==> src/rtl/regfile_pkg.sv <==
// Shared definitions for the scoreboarded register file.
//   reg_idx_e      : full-register names (AX..DI) for the 8-register build.
//   reg8_idx_e     : 8-bit alias names (AL..BH); the selector MSB picks the high byte.
//   phys_reg()     : maps (selector, 8-bit mode) to the physical register index.
//   byte_lane_mask : which of the two low byte lanes an 8-bit access touches.
package regfile_pkg;

   typedef enum logic [2:0] {AX, CX, DX, BX, SP, BP, SI, DI} reg_idx_e;
   typedef enum logic [2:0] {AL, CL, DL, BL, AH, CH, DH, BH} reg8_idx_e;

   // 8-bit selectors alias the lower half of the file: the selector MSB is a
   // byte select, not part of the register index.
   function automatic int unsigned phys_reg(input int unsigned sel,
                                            input logic        is_8_bit,
                                            input int unsigned sel_w);
      int unsigned lo_mask;
      lo_mask = (32'd1 << (sel_w - 1)) - 32'd1;
      return is_8_bit ? (sel & lo_mask) : sel;
   endfunction

   function automatic logic [1:0] byte_lane_mask(input logic hi_byte);
      return hi_byte ? 2'b10 : 2'b01;
   endfunction

endpackage

==> src/rtl/regfile_read_port.sv <==
// One registered read port of the scoreboarded register file.
// Ports:
//   clk, reset               : core clock, async active-high reset
//   regs, busy               : current storage and scoreboard from the top
//   wr_en/wr_phys/wr_lanes/wr_data : same-cycle write, already decoded and
//                              byte-aligned, used for write-before-read bypass
//   reserve_en/reserve_sel   : same-cycle reservation (keeps rd_busy asserted)
//   rd_sel/rd_is_8_bit       : read request
//   rd_val                   : registered read data (1-cycle latency)
//   rd_busy                  : combinational stall indication
module regfile_read_port import regfile_pkg::*; #(
   parameter int unsigned NUM_REGS   = 8,
   parameter int unsigned DATA_WIDTH = 16,
   parameter int unsigned SEL_W      = 3
) (
   input  logic                    clk,
   input  logic                    reset,
   input  logic [DATA_WIDTH-1:0]   regs [NUM_REGS],
   input  logic [NUM_REGS-1:0]     busy,
   input  logic                    wr_en,
   input  logic [SEL_W-1:0]        wr_phys,
   input  logic [DATA_WIDTH/8-1:0] wr_lanes,
   input  logic [DATA_WIDTH-1:0]   wr_data,
   input  logic                    reserve_en,
   input  logic [SEL_W-1:0]        reserve_sel,
   input  logic [SEL_W-1:0]        rd_sel,
   input  logic                    rd_is_8_bit,
   output logic [DATA_WIDTH-1:0]   rd_val,
   output logic                    rd_busy
);

   localparam int unsigned NB = DATA_WIDTH / 8;

   logic [SEL_W-1:0]      rd_phys;
   logic                  wr_hit;
   logic [DATA_WIDTH-1:0] merged;
   logic [DATA_WIDTH-1:0] rd_val_d, rd_val_q;

   always_comb begin
      rd_phys = SEL_W'(phys_reg(32'(rd_sel), rd_is_8_bit, SEL_W));
      wr_hit  = wr_en && (wr_phys == rd_phys);

      // Bypass merges only the byte lanes actually being written.
      merged = regs[rd_phys];
      for (int unsigned b = 0; b < NB; b++) begin
         if (wr_hit && wr_lanes[b]) begin
            merged[8*b +: 8] = wr_data[8*b +: 8];
         end
      end

      rd_val_d = '0;
      if (rd_is_8_bit) begin
         rd_val_d[7:0] = rd_sel[SEL_W-1] ? merged[15:8] : merged[7:0];
      end else begin
         rd_val_d = merged;
      end

      // A writeback unblocks the read unless the same register is re-reserved.
      rd_busy = busy[rd_phys] & ~(wr_hit & ~(reserve_en && (reserve_sel == rd_phys)));
   end

   always_ff @(posedge clk or posedge reset) begin
      if (reset) begin
         rd_val_q <= '0;
      end else begin
         rd_val_q <= rd_val_d;
      end
   end

   assign rd_val = rd_val_q;

endmodule

==> src/rtl/scoreboarded_register_file.sv <==
// General-purpose register file with 8-bit sub-register aliasing, registered
// reads with write-before-read bypass, and a per-register busy scoreboard.
// Ports:
//   clk, reset                  : core clock, async active-high reset
//   rd_sel/rd_is_8_bit [ports]  : read requests; rd_val registered, rd_busy comb
//   wr_sel/wr_is_8_bit/wr_val/wr_en : writeback; wr_en also clears busy
//   reserve_en/reserve_sel      : mark a full register busy (set beats clear)
//   busy_vec                    : scoreboard state
// Optional feature (macro REGFILE_DEBUG_EN): dbg_sel/dbg_rd_val combinational
// full-register read, dbg_wr_en/dbg_wr_val full-register write with lower
// priority than wr_en; does not affect scoreboard or bypass.
module scoreboarded_register_file import regfile_pkg::*; #(
   parameter  int unsigned NUM_REGS     = 8,
   parameter  int unsigned DATA_WIDTH   = 16,
   parameter  int unsigned NUM_RD_PORTS = 2,
   localparam int unsigned SEL_W        = $clog2(NUM_REGS)
) (
   input  logic                  clk,
   input  logic                  reset,
   input  logic [SEL_W-1:0]      rd_sel      [NUM_RD_PORTS],
   input  logic                  rd_is_8_bit [NUM_RD_PORTS],
   output logic [DATA_WIDTH-1:0] rd_val      [NUM_RD_PORTS],
   output logic                  rd_busy     [NUM_RD_PORTS],
   input  logic [SEL_W-1:0]      wr_sel,
   input  logic                  wr_is_8_bit,
   input  logic [DATA_WIDTH-1:0] wr_val,
   input  logic                  wr_en,
   input  logic                  reserve_en,
   input  logic [SEL_W-1:0]      reserve_sel,
   output logic [NUM_REGS-1:0]   busy_vec
`ifdef REGFILE_DEBUG_EN
   ,
   input  logic [SEL_W-1:0]      dbg_sel,
   output logic [DATA_WIDTH-1:0] dbg_rd_val,
   input  logic                  dbg_wr_en,
   input  logic [DATA_WIDTH-1:0] dbg_wr_val
`endif
);

   localparam int unsigned NB = DATA_WIDTH / 8;

   logic [DATA_WIDTH-1:0] regs_d [NUM_REGS];
   logic [DATA_WIDTH-1:0] regs_q [NUM_REGS];
   logic [NUM_REGS-1:0]   busy_d, busy_q;
   logic [SEL_W-1:0]      wr_phys;
   logic [NB-1:0]         wr_lanes;
   logic [DATA_WIDTH-1:0] wr_data;

   always_comb begin
      wr_phys  = SEL_W'(phys_reg(32'(wr_sel), wr_is_8_bit, SEL_W));
      wr_lanes = wr_is_8_bit ? NB'(byte_lane_mask(wr_sel[SEL_W-1])) : '1;
      // Replicating the byte lets the lane mask alone place it.
      wr_data  = wr_is_8_bit ? {NB{wr_val[7:0]}} : wr_val;

      regs_d = regs_q;
`ifdef REGFILE_DEBUG_EN
      if (dbg_wr_en) begin
         regs_d[dbg_sel] = dbg_wr_val;
      end
`endif
      if (wr_en) begin
         for (int unsigned b = 0; b < NB; b++) begin
            if (wr_lanes[b]) begin
               regs_d[wr_phys][8*b +: 8] = wr_data[8*b +: 8];
            end
         end
      end

      busy_d = busy_q;
      if (wr_en) begin
         busy_d[wr_phys] = 1'b0;
      end
      if (reserve_en) begin
         busy_d[reserve_sel] = 1'b1;
      end
   end

   always_ff @(posedge clk or posedge reset) begin
      if (reset) begin
         for (int unsigned i = 0; i < NUM_REGS; i++) begin
            regs_q[i] <= '0;
         end
         busy_q <= '0;
      end else begin
         regs_q <= regs_d;
         busy_q <= busy_d;
      end
   end

   assign busy_vec = busy_q;

`ifdef REGFILE_DEBUG_EN
   assign dbg_rd_val = regs_q[dbg_sel];
`endif

   for (genvar p = 0; p < NUM_RD_PORTS; p++) begin : g_rd
      regfile_read_port #(
         .NUM_REGS   (NUM_REGS),
         .DATA_WIDTH (DATA_WIDTH),
         .SEL_W      (SEL_W)
      ) u_port (
         .clk         (clk),
         .reset       (reset),
         .regs        (regs_q),
         .busy        (busy_q),
         .wr_en       (wr_en),
         .wr_phys     (wr_phys),
         .wr_lanes    (wr_lanes),
         .wr_data     (wr_data),
         .reserve_en  (reserve_en),
         .reserve_sel (reserve_sel),
         .rd_sel      (rd_sel[p]),
         .rd_is_8_bit (rd_is_8_bit[p]),
         .rd_val      (rd_val[p]),
         .rd_busy     (rd_busy[p])
      );
   end

endmodule

==> config.mk <==
export PLATFORM = sky130hd
export DESIGN_NAME = scoreboarded_register_file
export DESIGN_NICKNAME = d
export VERILOG_FILES = /design/src/rtl/regfile_pkg.sv /design/src/rtl/regfile_read_port.sv /design/src/rtl/scoreboarded_register_file.sv
export SDC_FILE = /design/constraint.sdc
export NUM_CORES = 1
export LEC_CHECK = 0
export BUFFER_PORTS_ARGS = -buffer_cell sky130_fd_sc_hd__buf_2
export CAP_MARGIN = 20
export CORE_AREA = 4 4 180 182
export CTS_CLUSTER_SIZE = 25
export DETAILED_ROUTE_END_ITERATION = 10
export DIE_AREA = 0 0 184 186
export PLACE_DENSITY = 0.55
export SKIP_LAST_GASP = 1
export SLEW_MARGIN = 5
export SYNTH_ARGS = -nofsm -noshare
export SYNTH_HDL_FRONTEND = slang
export SYNTH_HIERARCHICAL = 1
export SYNTH_SLANG_ARGS = --single-unit
==> constraint.sdc <==
create_clock -name clk -period 8.2 [get_ports clk]
set_input_delay 0.41 -clock clk [delete_from_list [all_inputs] [get_ports clk]]
set_output_delay 0.41 -clock clk [all_outputs]
set_load 0.005 [all_outputs]
---- Yosys cells after proc, flatten, opt, wreduce, memory -nomap -nowiden ----
Cells that the tools add are included.
Widths: inputs -> output; s select.
operators by class
  magnitude comparators ................... 10
  eq/ne operators ......................... 4
  multiplexer cells ....................... 41
  bitwise operators ....................... 14
  reduce and logical (&&, ||, !) cells .... 11
operators by type and width
  cell                number
  $mux 128            3
  $bwmux 128          2
  $mux 8              13
  $bmux 16 s3         2
  $demux 16 s3        2
  $mux 16             6
  $lt 3x4->1 const B  4
  $eq 3x3->1          4
  $ge 4x4->1 const B  3
  $not 3->4           3
  $logic_and 1x1->1   11
  $mux 3              3
  $and 8x8->8         1
  $not 8->8           1
  $or 8x8->8          1
  $bmux 1 s3          2
  $demux 1 s3         2
  $ge 3x1->1 const B  2
  $and 1x1->1         4
  $lt 4x1->1 const B  1
  $mux 1              4
  $mux 2              2
  $not 1->1           4
word-level totals
  flip-flop bits (word level) ............. 168
  bits of input ports ..................... 35
  output and inout bits ................... 42
  logic and storage cells ................. 91

---- Depth between registers and ports, before layout ----
Gate-level depths: netlist of run 1.
  word-level depth ........................ 11
  mapped depth ............................ 9

---- Cells and area by module ----
The synthesis of run 1 kept the hierarchy.
modules (own cells, without submodules)
  module                      instances  cells each  area an instance (um^2)
  scoreboarded_register_file  1          363         5715.5
  regfile_read_port           2          165         1876.8

---- Worst setup path after synthesis of run 1 ----
No wires, ideal clock.
  path kind ............................... input -> output
  from .................................... input rd_sel[0] in the netlist's numbering
  to ...................................... output rd_busy[0] in the netlist's numbering
  data arrival time ....................... 1.600 ns
  data required time ...................... 7.790 ns
  setup slack ............................. 6.190 ns
  stages on the path ...................... 7
  path buffers ............................ 3
  cells stage by stage .................... buf_6 > buf_12 > buf_12 > mux4_2 > nand2_1 > a21oi_1 > a31o_1
RTL lines
  what         RTL line                          text
  from (decl)  scoreboarded_register_file.sv:20  input logic [SEL_W-1:0] rd_sel [NUM_RD_PORTS],
  to (decl)    scoreboarded_register_file.sv:23  output logic rd_busy [NUM_RD_PORTS],

==> flow_metrics.tcl, run 1 <==
set metrics [dict create \
    die_w_um 184 \
    rrSetupSlack_ns 6.62 \
    p_int_mw 1.85 \
    num_antenna_cells 0 \
    setup_tns_ns 0 \
    synthCells 693 \
    antenna_found_initial 0 \
    drc 0 \
    synth_top_cell_area_share_pct 44.4 \
    fin_crit_ns 2.57 \
    n_fill_cell 2998 \
    clock_latency_ns 0.43 \
    track_usage_pct 16.0 \
    avgSynthCellArea_um2 13.7 \
    pwr-share-seq_pct 44.7 \
    setup_ws_ns 5.63 \
    cts_buffer_depth 2 \
    cts_made_buffers 17 \
    top_layer_used "met4" \
    setup.worst_path.start "rd_sel[3]" \
    dr_total_vias 6078 \
    synth_nets 728 \
    critPathMaxFanout 36 \
    crit_required_ns 7.79 \
    maxCapViolCount 0 \
    stdcell_count 1147 \
    clock-sinks 168 \
    hpwlAfterDp_um 17600 \
    final_common_cell "dfrtp_1" \
    hold_class "in2async" \
    start_util_pct 31.0 \
    grt_pass1_vias 6302 \
    synth_warnings 6 \
    syn2layout_area_growth_pct 11.1 \
    wirelength_met1_um 11800 \
    drive_above_1_share_pct 39.9 \
    drt_iter0_markers 482 \
    numPortBuffers 76 \
    synth_seq_area_share_pct 44.4 \
    cts-root-buf "clkbuf_16" \
    criticalPathCategory "in2out" \
    cts_tree "built" \
    ant_nets 0 \
    wl_met2_um 12800 \
    yosysTopAreaCell "dfrtp_1" \
    r2r-start "regs_q[9]$_DFFE_PP0P_" \
    grt_overflow 0 \
    core_area_um2 30600 \
    max-vdd-ir-drop_mv 0.151 \
    grt_pass1_wl_um 40500 \
    leakage_nw 4.72 \
    timing.slew.headroom_pct 32.5 \
    synthFlopType "dfrtp_1" \
    worstMarginPinSlew_ns 1.01 \
    final_util_pct 34.4 \
    start_kind "primary input" \
    reg2reg_depth 5 \
    combPwrFrac_pct 23.8 \
    place_inst 1116 \
    final_nets 774 \
    synth_area_um2 9470 \
    drt-total-wl_um 26800 \
    skew_ns 0.00766 \
    die_area_um2 34200 \
    synth_area_leaders "dfrtp_1, mux4_2, mux2_2" \
    synthDistinctLibCells 52 \
    critical_path_arrival_ns 2.16 \
    async_reset_ff_share_pct 100 \
    dr_wl_met3_um 1720 \
    wire_per_inst_um 23.4 \
    h-tree-depth 4 \
    final_hold_viol_count 0 \
    critPathCaptureType "primary output" \
    post-route-period-util_pct 31.3 \
    clk_pin_slew_ns 0.07 \
    rows 64 \
    firstDrtPassIters 5 \
    io_pins 77 \
    cts_setup_buffers 0 \
    crit_path_end "rd_busy[1]" \
    setup_viol 0 \
    switchingPower_mw 0.722 \
    final_max_slew_viol_count 0 \
    final_area_um2 10500 \
    ys_ff_latch 168 \
    fmax_mhz 389 \
    synth_edf_count 0 \
    grt_max_degree 72 \
    status "completed" \
    viasPerCell 5.30 \
    layout_common_cells "dfrtp_1, mux2_2, buf_2, nand2_1, mux4_2" \
    reg2reg_to "g_rd[0].u_port/rd_val[1]$_DFF_PP0_" \
    pre_cts_ws_ns 5.51 \
    rsz0062_at_grt "false" \
    cts.repair.resized 0 \
    gp_congestion 0.845 \
    p_per_area_nw_per_um2 245 \
    clockPowerShare_pct 31.6 \
    die_y_um 186 \
    p_sw_share_pct 28.1 \
    dpl_cell_area_um2 9940 \
    postCtsHoldBufs 0 \
]
## stage by stage
stage | power, mW | hold slack, ns
4_1_cts | 2.59 | 0.109
5_1_grt | 2.70 | 0.138
3_5_place_dp | 1.78 | 0.494
6_report | 2.57 | 0.0896
3_3_place_gp | 1.76 | 0.480
2_1_floorplan | 1.59 | 0.324
## layout make-up
class	instances	area, um2	area share [%]
inverters	9	48.8	0.464
flip-flops and latches	168	4200	40.0
multi-input cells	460	4760	45.2
clock buffers	24	492	4.67
clock inverters	7	91.3	0.868
well taps	396	495	4.71
repair buffers	83	433	4.11
## Yosys cell counts (2+ instances only)
cell / n
dfrtp_1: 168
mux2_2: 96
nand2_1: 74
mux4_2: 54
o21ai_0: 27
a22o_1: 20
nor2_1: 20
nand2b_1: 19
buf_6: 18
o22ai_1: 18
mux2_4: 17
and3_1: 16
mux2i_1: 16
buf_2: 15
mux4_1: 14
xnor2_1: 11
mux2_1: 9
clkbuf_1: 8
buf_1: 7
inv_1: 7
buf_12: 5
nand3_1: 5
nor2_2: 3
nor2_8: 3
a21oi_1: 2
a221oi_1: 2
a31o_1: 2
a41oi_1: 2
and2_1: 2
and2b_1: 2
buf_4: 2
nand2b_2: 2
nand3b_1: 2
nand3b_4: 2
nand4_1: 2
nor4b_4: 2
o31ai_1: 2
or3b_1: 2
or3b_4: 2
## sequential cells by signal, indices dropped and copies added (netlist names)
signal and count:
busy_vec 8, regs_q 128, g_rd.u_port/rd_val 32
## critical path, stage by stage
cell and delay (ns):
buf_2 0.08, buf_4 0.58, mux4_2 0.59, nand2_1 0.08, a21oi_1 0.05, a31o_1 0.21, buf_2 0.13
## power by group through the flow
stage / Combinational (mW) / Clock, mW / Sequential [mW]
after floorplan: 0.472 / 0 / 1.12
final: 0.612 / 0.812 / 1.15
after global routing: 0.666 / 0.860 / 1.17
after detailed placement: 0.617 / 0 / 1.16
after CTS: 0.618 / 0.827 / 1.15
after global placement: 0.606 / 0 / 1.16
## kinds of logic (layout without fill, tap and decap cells)
logic type,after synthesis,after routing,synth area share (%)
muxes,206,206,33.6
buffers and inverters,65,123,5.35
xor gates and xnor gates,12,12,1.11
AOI/OAI and AO/OA,76,76,5.39
and+or+nand+nor,166,166,10.1
DFF,168,168,44.4
## worst min-delay path by stage
| stage | start | cells after the start | endpoint |
|---|---|---|---|
| 2_1_floorplan | reset | 1 | g_rd[0].u_port/rd_val[0]$_DFF_PP0_ |
| 4_1_cts | reset | 2 | busy_vec[2]$_DFF_PP0_ |
| 3_5_place_dp | regs_q[16]$_DFFE_PP0P_ | 1 | regs_q[16]$_DFFE_PP0P_ |
| 6_report | reset | 2 | busy_vec[2]$_DFF_PP0_ |
| 3_3_place_gp | regs_q[23]$_DFFE_PP0P_ | 1 | regs_q[23]$_DFFE_PP0P_ |
| 5_1_grt | reset | 2 | busy_vec[2]$_DFF_PP0_ |
## layer usage
metal	up-vias	track usage (%)
li1	2694	-
met1	3144	21.9
met2	204	25.7
met3	36	3.07
met4	0	4.85
met5	-	0
Note: power is estimated with default switching activity, not from simulation.
==> run 2: changes to the inputs <==
- PLACE_DENSITY: 0.55 -> 0.56
- clock period: 8.2 -> 2.1 ns (I/O delays scaled with it)
==> run 2 against run 1 <==
Against the previous run:
- utilization increased by 1.3 points
- first-iteration DRC count decreased by 1.7%
- worst hold slack got worse by 0.072 ns
- die area unchanged
==> flow_metrics.tcl, run 2 (synthesis gave the netlist of run 1 again) <==
set metrics [dict create \
    place_inst 1150 \
    p_per_area_nw_per_um2 951 \
    drive_above_1_share_pct 42.8 \
    post-route-period-util_pct 90.0 \
    path_cells "mux4_2 > nand2_1 > a21oi_1 > a31o_1 > buf_2" \
    dpl_cell_area_um2 10300 \
    final_area_um2 10900 \
    largest_reg_flops 128 \
    drt_iter0_markers 474 \
    cts_made_buffers 17 \
    critical_path.max_stage_delay_ns 0.49 \
    stdcell_count 1184 \
    setup_viol 0 \
    fin_crit_ns 1.89 \
    clock-sinks 168 \
    final_max_slew_viol_count 0 \
    rsz0062_at_grt "false" \
    antenna_found_initial 0 \
    holdPathEnd "busy_vec[3]$_DFF_PP0_" \
    wire_per_inst_um 23.6 \
    dr_total_vias 6299 \
    num_antenna_cells 0 \
    gp_congestion 0.873 \
    io_pins 77 \
    hold_path.startpoint "reserve_sel[2]" \
    track_usage_pct 16.6 \
    cts_setup_buffers 0 \
    cts-root-buf "clkbuf_16" \
    syn2layout_area_growth_pct 15.5 \
    core_area_um2 30600 \
    layout_common_cells "dfrtp_1, mux2_2, buf_2, nand2_1, mux4_2" \
    ant_nets 0 \
    start_util_pct 31.0 \
    grt_max_degree 55 \
    skew_ns 0.0120 \
    drc 0 \
    grt_pass1_vias 6600 \
    critPathCaptureType "primary output" \
    holdWs_ns 0.0178 \
    maxCapViolCount 0 \
    reg2reg_depth 6 \
    timing.slew.headroom_pct 43.5 \
    hold_depth 2 \
    grt_pass1_wl_um 42000 \
    criticalPathCategory "reg2out" \
    r2r-start "regs_q[9]$_DFFE_PP0P_" \
    rows 64 \
    reg2reg_to "g_rd[1].u_port/rd_val[1]$_DFF_PP0_" \
    hpwlAfterDp_um 19400 \
    max-vdd-ir-drop_mv 0.562 \
    die_w_um 184 \
    final_common_cell "dfrtp_1" \
    clk_pin_slew_ns 0.07 \
    grt_overflow 0 \
    fmax_mhz 529 \
    setup_tns_ns 0 \
    pre_cts_ws_ns 0.152 \
    start_kind "register" \
    crit_required_ns 2.00 \
    leakage_nw 4.95 \
    cpMaxStageDelayCell "mux4_2" \
    clock_latency_ns 0.44 \
    numPortBuffers 76 \
    hold_class "in2reg" \
    final_nets 810 \
    power_mw 10.4 \
    top_register "regs_q" \
    rrSetupSlack_ns 0.39 \
    setup.worst_path.start "busy_vec[7]$_DFF_PP0_" \
    worstMarginPinSlew_ns 0.846 \
    die_y_um 186 \
    viasPerCell 5.32 \
    cts_buffer_depth 2 \
    h-tree-depth 4 \
    drt-total-wl_um 27900 \
    die_area_um2 34200 \
    final_util_pct 35.7 \
    firstDrtPassIters 5 \
    critical_path_arrival_ns 1.78 \
    critPathMaxFanout 4 \
    status "completed" \
    cts_tree "built" \
    setup_ws_ns 0.210 \
    final_hold_viol_count 0 \
]
-- run 2: changes by cell type in the layout (fill, tap and decap cells not counted), sizes merged --
| cell | previous run | this run |
|---|---|---|
| buf | 83 | 117 |
| bufinv | 2 | 4 |
| clkbuf | 24 | 19 |
| clkinv | 4 | 5 |
| clkinvlp | 1 | 2 |
| dlygate4sd3 | 0 | 2 |
| inv | 9 | 11 |
-- run 2: worst max path at each step --
stage | to | cells past startpoint | slack (ns)
after detailed placement | g_rd[0].u_port/rd_val[3]$_DFF_PP0_ | 8 | 0.15
final | rd_busy[1] | 5 | 0.21
after global routing | rd_busy[1] | 5 | 0.13
after floorplan | busy_vec[0]$_DFF_PP0_ | 1 | 0.30
after CTS | rd_busy[1] | 5 | 0.19
after global placement | g_rd[1].u_port/rd_val[1]$_DFF_PP0_ | 7 | 0.19
-- run 2: final cells by class --
class	count	area (um2)
Tap cell	396	495
Inverter	9	47.5
Clock inverter	13	191
Sequential cell	168	4200
Fill cell	2946	19700
Timing Repair Buffer	119	796
Clock buffer	19	443
Multi-Input combinational cell	460	4760
-- run 2: timing repair --
action | in CTS | in global routing
hold endpoints to repair | 57 | 0
resized for setup | 0 | 0
hold buffers | 2 | 0
-- run 2: worst max-delay path, delay by kind of cell (launching register included) --
family,cells,cell delay [ns]
multiplexers,1,0.49
flip-flops,1,0.41
AO/OA/AOI/OAI,2,0.24
buffers and inverters,1,0.13
AND/OR/NAND/NOR,1,0.09
-- run 2: metal layers --
| layer | GRT usage, % | part of all wire (%) | up-vias |
|---|---|---|---|
| li1 | - | - | 2755 |
| met1 | 22.4 | 44 | 3311 |
| met2 | 27.1 | 48 | 197 |
| met3 | 3.38 | 5.5 | 36 |
| met4 | 5.35 | 2.2 | 0 |
| met5 | 0 | 0 | - |
-- run 2: power by group --
| group | total, mW | leakage [nW] | internal (mW) | switching (mW) |
|---|---|---|---|---|
| Clock | 3.41 | 0.312 | 2.04 | 1.36 |
| Sequential | 4.48 | 2.08 | 3.97 | 0.515 |
| Combinational | 2.51 | 2.55 | 1.46 | 1.04 |
